==> config.mk <==
export PLATFORM = sky130hd
export DESIGN_NAME = spi_command_trace_buffer
export DESIGN_NICKNAME = d
export VERILOG_FILES = /design/src/rtl/spi_trace_pkg.sv /design/src/rtl/spi_trace_ram.sv /design/src/rtl/spi_command_trace_buffer.sv
export SDC_FILE = /design/constraint.sdc
export NUM_CORES = 2
export LEC_CHECK = 0
export CAP_MARGIN = 20
export CORE_MARGIN = 3
export CORE_UTILIZATION = 54
export DETAILED_ROUTE_END_ITERATION = 10
export GPL_ROUTABILITY_DRIVEN = 0
export GPL_TIMING_DRIVEN = 1
export PLACE_DENSITY = 0.7
export SYNTH_ARGS = -nofsm -noshare
export SYNTH_HDL_FRONTEND = slang
export SYNTH_SLANG_ARGS = --single-unit
export TNS_END_PERCENT = 1
==> constraint.sdc <==
create_clock -name clock -period 13.4 [get_ports clock]
set_input_delay 2.68 -clock clock [delete_from_list [all_inputs] [get_ports clock]]
set_output_delay 2.68 -clock clock [all_outputs]
set_load 0.02 [all_outputs]
==> src/rtl/spi_trace_pkg.sv <==
// rtl/spi_trace_pkg.sv - register map, CONTROL bit positions and entry packing for the SPI command trace buffer
package spi_trace_pkg;

  localparam int REG_STATUS    = 0;
  localparam int REG_CONTROL   = 1;
  localparam int REG_OVERFLOW  = 2;
  localparam int REG_TIMESTAMP = 3;

  localparam int CTRL_ENABLE = 0;
  localparam int CTRL_STOP   = 1;
  localparam int CTRL_CLEAR  = 2;

  // Entry layout, LSB first: argument, command, timestamp; caller truncates to the stored width.
  function automatic logic [63:0] pack_entry(input logic [63:0] ts, input logic [63:0] cmd,
                                             input logic [63:0] arg, input int cmd_w,
                                             input int arg_w);
    return (ts << (cmd_w + arg_w)) | (cmd << arg_w) | arg;
  endfunction

endpackage

==> src/rtl/spi_trace_ram.sv <==
// rtl/spi_trace_ram.sv - trace entry storage, one write port and one registered read port
module spi_trace_ram #(
  parameter  int DEPTH = 64,
  parameter  int WIDTH = 54,
  localparam int PW    = $clog2(DEPTH)
) (
  input  logic             clk_i,
  input  logic             we_i,
  input  logic [PW-1:0]    waddr_i,
  input  logic [WIDTH-1:0] wdata_i,
  input  logic             re_i,
  input  logic [PW-1:0]    raddr_i,
  output logic [WIDTH-1:0] rdata_o
);

  logic [WIDTH-1:0] mem [DEPTH];
  logic [WIDTH-1:0] rdata_q;

  // Read and write share one edge, so a read of the slot being written returns the old word.
  always_ff @(posedge clk_i) begin
    if (we_i) mem[waddr_i] <= wdata_i;
    if (re_i) rdata_q <= mem[raddr_i];
  end

  assign rdata_o = rdata_q;

endmodule

==> src/rtl/spi_command_trace_buffer.sv <==
// rtl/spi_command_trace_buffer.sv - timestamped capture of SPI receiver commands, read oldest-first over Avalon-MM
module spi_command_trace_buffer
  import spi_trace_pkg::*;
#(
  parameter  int DEPTH = 64,
  parameter  int CMD_W = 6,
  parameter  int ARG_W = 32,
  parameter  int TS_W  = 16,
  localparam int AW    = $clog2(DEPTH) + 1
) (
  input  logic             clock,
  input  logic             reset,
  input  logic [AW-1:0]    io_Avalon_address,
  input  logic             io_Avalon_read,
  input  logic             io_Avalon_write,
  input  logic [63:0]      io_Avalon_writedata,
  output logic [63:0]      io_Avalon_readdata,
  output logic             io_Avalon_readdatavalid,
  output logic             io_Avalon_waitrequest,
  input  logic [CMD_W-1:0] io_Command,
  input  logic [ARG_W-1:0] io_CommandArgument,
  input  logic             io_ReadSuccess
);

  localparam int PW = AW - 1;
  localparam int EW = TS_W + CMD_W + ARG_W;

  if (EW > 64 || DEPTH < 4 || DEPTH > 1024 || (DEPTH & (DEPTH - 1)) != 0) begin : g_bad_params
    $error("spi_command_trace_buffer: illegal DEPTH or entry width");
  end

  logic            hist_q;
  logic [TS_W-1:0] ts_q;
  logic [PW-1:0]   wr_ptr_q, wr_ptr_d;
  logic [PW:0]     count_q, count_d;
  logic [31:0]     overflow_q, overflow_d;
  logic            enable_q, stop_q;
  logic            waitreq_q, rvalid_q;
  logic            sel_entry_q, entry_ok_q;
  logic [63:0]     reg_rdata_q;

  logic            rs_edge, wr_acc, rd_acc, is_entry, ctrl_wr, clear_w;
  logic            full_w, take, store;
  logic [PW-1:0]   idx, raddr;
  logic [63:0]     entry_w, reg_val;
  logic [EW-1:0]   ram_rdata;
  logic            unused_wdata;

  assign rs_edge  = io_ReadSuccess & ~hist_q;
  assign wr_acc   = io_Avalon_write & ~waitreq_q;
  assign rd_acc   = io_Avalon_read & ~io_Avalon_write & ~waitreq_q;
  assign is_entry = io_Avalon_address[AW-1];
  assign idx      = io_Avalon_address[PW-1:0];
  assign ctrl_wr  = wr_acc & ~is_entry & (idx == PW'(REG_CONTROL));
  assign clear_w  = ctrl_wr & io_Avalon_writedata[CTRL_CLEAR];
  // count never exceeds DEPTH, so its MSB alone flags a full buffer.
  assign full_w   = count_q[PW];
  assign take     = rs_edge & enable_q & ~clear_w;
  assign store    = take & ~(full_w & stop_q);
  assign raddr    = wr_ptr_q - count_q[PW-1:0] + idx;
  assign entry_w  = pack_entry(64'(ts_q), 64'(io_Command), 64'(io_CommandArgument), CMD_W, ARG_W);
  assign unused_wdata = ^io_Avalon_writedata[63:3];

  always_comb begin
    wr_ptr_d   = wr_ptr_q;
    count_d    = count_q;
    overflow_d = overflow_q;
    if (clear_w) begin
      wr_ptr_d   = '0;
      count_d    = '0;
      overflow_d = '0;
    end else if (take) begin
      if (store) begin
        wr_ptr_d = wr_ptr_q + 1'b1;
        if (!full_w) count_d = count_q + 1'b1;
      end
      if (full_w && overflow_q != '1) overflow_d = overflow_q + 32'd1;
    end
  end

  always_comb begin
    reg_val = '0;
    if (idx == PW'(REG_STATUS)) begin
      reg_val = 64'(count_q) | (64'(wr_ptr_q) << 16) | (64'(full_w) << 32) |
                (64'(overflow_q != '0) << 33);
    end else if (idx == PW'(REG_CONTROL)) begin
      reg_val = 64'({stop_q, enable_q});
    end else if (idx == PW'(REG_OVERFLOW)) begin
      reg_val = 64'(overflow_q);
    end else if (idx == PW'(REG_TIMESTAMP)) begin
      reg_val = 64'(ts_q);
    end
  end

  always_ff @(posedge clock or posedge reset) begin
    if (reset) begin
      hist_q      <= 1'b1;
      ts_q        <= '0;
      wr_ptr_q    <= '0;
      count_q     <= '0;
      overflow_q  <= '0;
      enable_q    <= 1'b1;
      stop_q      <= 1'b0;
      waitreq_q   <= 1'b0;
      rvalid_q    <= 1'b0;
      sel_entry_q <= 1'b0;
      entry_ok_q  <= 1'b0;
      reg_rdata_q <= '0;
    end else begin
      hist_q     <= io_ReadSuccess;
      ts_q       <= ts_q + 1'b1;
      wr_ptr_q   <= wr_ptr_d;
      count_q    <= count_d;
      overflow_q <= overflow_d;
      waitreq_q  <= store;
      rvalid_q   <= rd_acc;
      if (ctrl_wr) begin
        enable_q <= io_Avalon_writedata[CTRL_ENABLE];
        stop_q   <= io_Avalon_writedata[CTRL_STOP];
      end
      if (rd_acc) begin
        sel_entry_q <= is_entry;
        entry_ok_q  <= ({1'b0, idx} < count_q);
        reg_rdata_q <= reg_val;
      end
    end
  end

  spi_trace_ram #(
    .DEPTH (DEPTH),
    .WIDTH (EW)
  ) u_ram (
    .clk_i   (clock),
    .we_i    (store),
    .waddr_i (wr_ptr_q),
    .wdata_i (EW'(entry_w)),
    .re_i    (rd_acc & is_entry),
    .raddr_i (raddr),
    .rdata_o (ram_rdata)
  );

  assign io_Avalon_readdata      = sel_entry_q ? (entry_ok_q ? 64'(ram_rdata) : 64'd0) : reg_rdata_q;
  assign io_Avalon_readdatavalid = rvalid_q;
  assign io_Avalon_waitrequest   = waitreq_q;

endmodule

==> metrics <==
drt wl/cell between 30 and 40 microns; Worst Path Required ~14 ns; io pins between 150 and 200; clk_lat worst skew roughly 0.99 ns; DIE WIDTH between 500 and 600 microns; postcts setup bufs 0; flops & latches, synth 3,612; Placed Area ~140,000 sq um; hold violation total from the final report 0; grt ovf 0; RSZ-0062 raised after global routing false; Gates resized, CTS repair 0; Critical Path AT between 8 and 9 ns; CTS Hold Bufs 0; Die Height 513.3 microns; internal power ~27 mW; final WL 365.7 mm; Clk pwr share between 20% and 30%; switching pwr about 13 mW; critical path endpoint category flip-flop; fmax between 0.1 and 0.15 GHz; Max Slew Vio Count 0; CTS Buffer Depth 4; max_slew headroom between 10% and 20%; Via density ~6.7; hold depth 2; CTS clock-pin slew for the worst setup and hold paths 0.06 ns; initial DRC count 9,732; crit start category primary input; final clock period utilization by the worst path 56.81%; fin nets 6,290; # DRC 0; Synth Cell Area 139,000 sq um; Reg2Reg Capture Point u_ram.rdata_o[28]$_DFFE_PP_; worst flop-to-flop path startpoint wr_ptr_q[0]$_DFFE_PP0P_; Setup TNS 0 ns; Final Cell Area approximately 160,000 sq um; worst setup margin roughly 5.8 ns; Power, Total approximately 40 mW; Synth area leaders edfxtp_1 76%, mux4_2 17%, dfrtp_1 1.8%, mux2i_1 1.3%, buf_2 0.42%; Starting Density approximately 54%; cell taking the most area after synthesis edfxtp_1; Final Util 61.56%; worst setup path start io_Avalon_address[1]; dpl ws ~5 ns; clock skew between 0.07 and 0.08 ns; max_cap viols 0; hold crit path type reg -> reg; Syn Inst Count slightly below 6,000; CTS tree built; ys flop type edfxtp_1; gr usage total 27.96%; combinational share of power 42.8%; Final Non-Filler Cells 9,844; share of the synthesized area in the top cell type about three quarters; Synth cell types 55; # rows about 190; EDFF count, synth ~3,500; most frequent cells in the layout 3,510 x edfxtp_1, 1,078 x mux4_2, 371 x clkbuf_16; leakage power 49.59 nW; Num Clock Sinks between 3,000 and 4,000; H-tree Lvls 5; FF-to-FF setup slack ~7.5 ns; DR pass1 iterations 6; P per Cell Area approximately 250 nW/um^2; HPWL after detailed placement around 190 mm; min Tclk post-route 7.613 ns; Cells after DPL 9,134; # setup viols final 0; Slew @ Worst Pin between 1 and 1.5 ns; crit-path max FO 125; final hold slack 0.5290 ns; commonest non-fill, non-tap cell in the layout edfxtp_1; status finished, final reports clean; Core ar. ~260,000 sq um; largest net degree at the start of global routing roughly 150; layout cell share with drive strength beyond 1 between 20 and 30%; first-pass GRT wire length about 500 mm; Reg power frac between 30% and 40%; Max IR drop VDD a little over 0.5 mV; Worst Hold Launch reg_rdata_q[21]$_DFFE_PP0P_; Antenna Violating Nets Remaining 0; die area between 200,000 and 300,000 sq um; vias in the first global route between 60,000 and 70,000; TritonCTS Buffers roughly 370; reg2reg path depth 12; total vias in the final route roughly 66,000; Syn. warnings 0; Hold Path Sink reg_rdata_q[21]$_DFFE_PP0P_; Post-synth ARST share about 2.8%; Setup CP Type in -> reg; # port buffers ~110; sequential share of the synthesized area about 78%; sw frac 31.74%; synthesis-to-layout area growth 13.00%; initial antenna violation count 18; Syn Area/Cell about 24 sq um; CTS root buf clkbuf_16
[registers in the layout, summed over array words and instances (netlist names)]
signal / flops
ts_q: 16
hist_q: 1
io_Avalon_readdatavalid: 1
reg_rdata_q: 34
count_q: 7
overflow_q: 32
u_ram.rdata_o: 54
io_Avalon_waitrequest: 1
stop_q: 1
wr_ptr_q: 6
u_ram.mem: 3456
sel_entry_q: 1
enable_q: 1
entry_ok_q: 1
[metal layers]
metal	wire length [microns]	part of all wire [%]	global-route usage (%)	vias up
met5	0	0	0	-
met4	18340	5.0	12.54	0
met3	38140	10	5.983	662
met2	175400	48	42.86	4086
met1	133900	37	39.36	35710
li1	-	-	-	25540
[cells by family (layout without fill, tap and decap cells)]
| logic type | count (synthesis) | after routing | share of synthesized area, % |
|---|---|---|---|
| buf+inv | 380 | 1009 | 1.261 |
| mux | 1262 | 1262 | 18.80 |
| fa+ha+maj | 21 | 21 | 0.2161 |
| xor+xnor | 51 | 51 | 0.3269 |
| simple gates | 327 | 327 | 1.135 |
| other cells | 1 | 62 | 0.002699 |
| compound gates | 134 | 134 | 0.5673 |
| flops | 3612 | 3612 | 77.69 |
[Yosys cell counts, types with 4 or more instances]
| cell | instances |
|---|---|
| a21oi_1 | 25 |
| inv_1 | 74 |
| nand2_1 | 69 |
| mux2_2 | 4 |
| dfrtp_1 | 100 |
| mux2i_1 | 180 |
| and4_1 | 5 |
| nor2b_1 | 4 |
| nor3_1 | 8 |
| o22ai_1 | 10 |
| buf_2 | 117 |
| edfxtp_1 | 3510 |
| buf_6 | 11 |
| a21o_1 | 6 |
| nand3_1 | 34 |
| nand4_1 | 23 |
| a211oi_1 | 6 |
| fa_1 | 5 |
| nor4_1 | 13 |
| o21ai_0 | 68 |
| buf_4 | 26 |
| a222oi_1 | 6 |
| clkbuf_1 | 149 |
| nor2_1 | 113 |
| xnor2_1 | 47 |
| or3_1 | 9 |
| and3_1 | 31 |
| mux4_2 | 1078 |
| ha_1 | 16 |
| a22oi_1 | 6 |
[power groups by stage]
stage,combinational (mW),sequential [mW],clock (mW)
5_1_grt,17.9,12.7,10.5
6_report,16.9,12.7,9.91
3_3_place_gp,16.9,12.9,0
2_1_floorplan,12.8,12.9,0
4_1_cts,17.1,12.7,10.0
3_5_place_dp,17.0,12.9,0
[area by class of cell]
cell class	instances	area, sq um
clock inverter	189	1878
inverter	76	287.8
sequential	3612	108000
clock buffer	449	9627
tap	3366	4212
timing repair buffer	295	3083
multi-input combinational	1805	29840
fill	16880	98060
antenna	52	130.1
[critical path, stage by stage]
cell	delay [ns]
clkdlybuf4s50_1	0.77
inv_1	0.22
fa_1	0.58
fa_4	0.80
buf_4	0.80
buf_12	0.62
mux4_2	0.44
mux4_2	0.54
mux2i_1	0.43
mux2i_1	0.13
[how the worst max path moves through the flow]
stage	end	slack, ns	cells after the start
after floorplan	u_ram.mem[16][0]$_DFFE_PP_	3.84	6
after CTS	u_ram.rdata_o[7]$_DFFE_PP_	5.98	10
after global routing	u_ram.rdata_o[28]$_DFFE_PP_	5.76	10
final	u_ram.rdata_o[28]$_DFFE_PP_	5.79	10
after global placement	u_ram.rdata_o[6]$_DFFE_PP_	5.00	10
after detailed placement	u_ram.rdata_o[7]$_DFFE_PP_	4.98	10
Note: power is estimated with default switching activity, not from simulation.
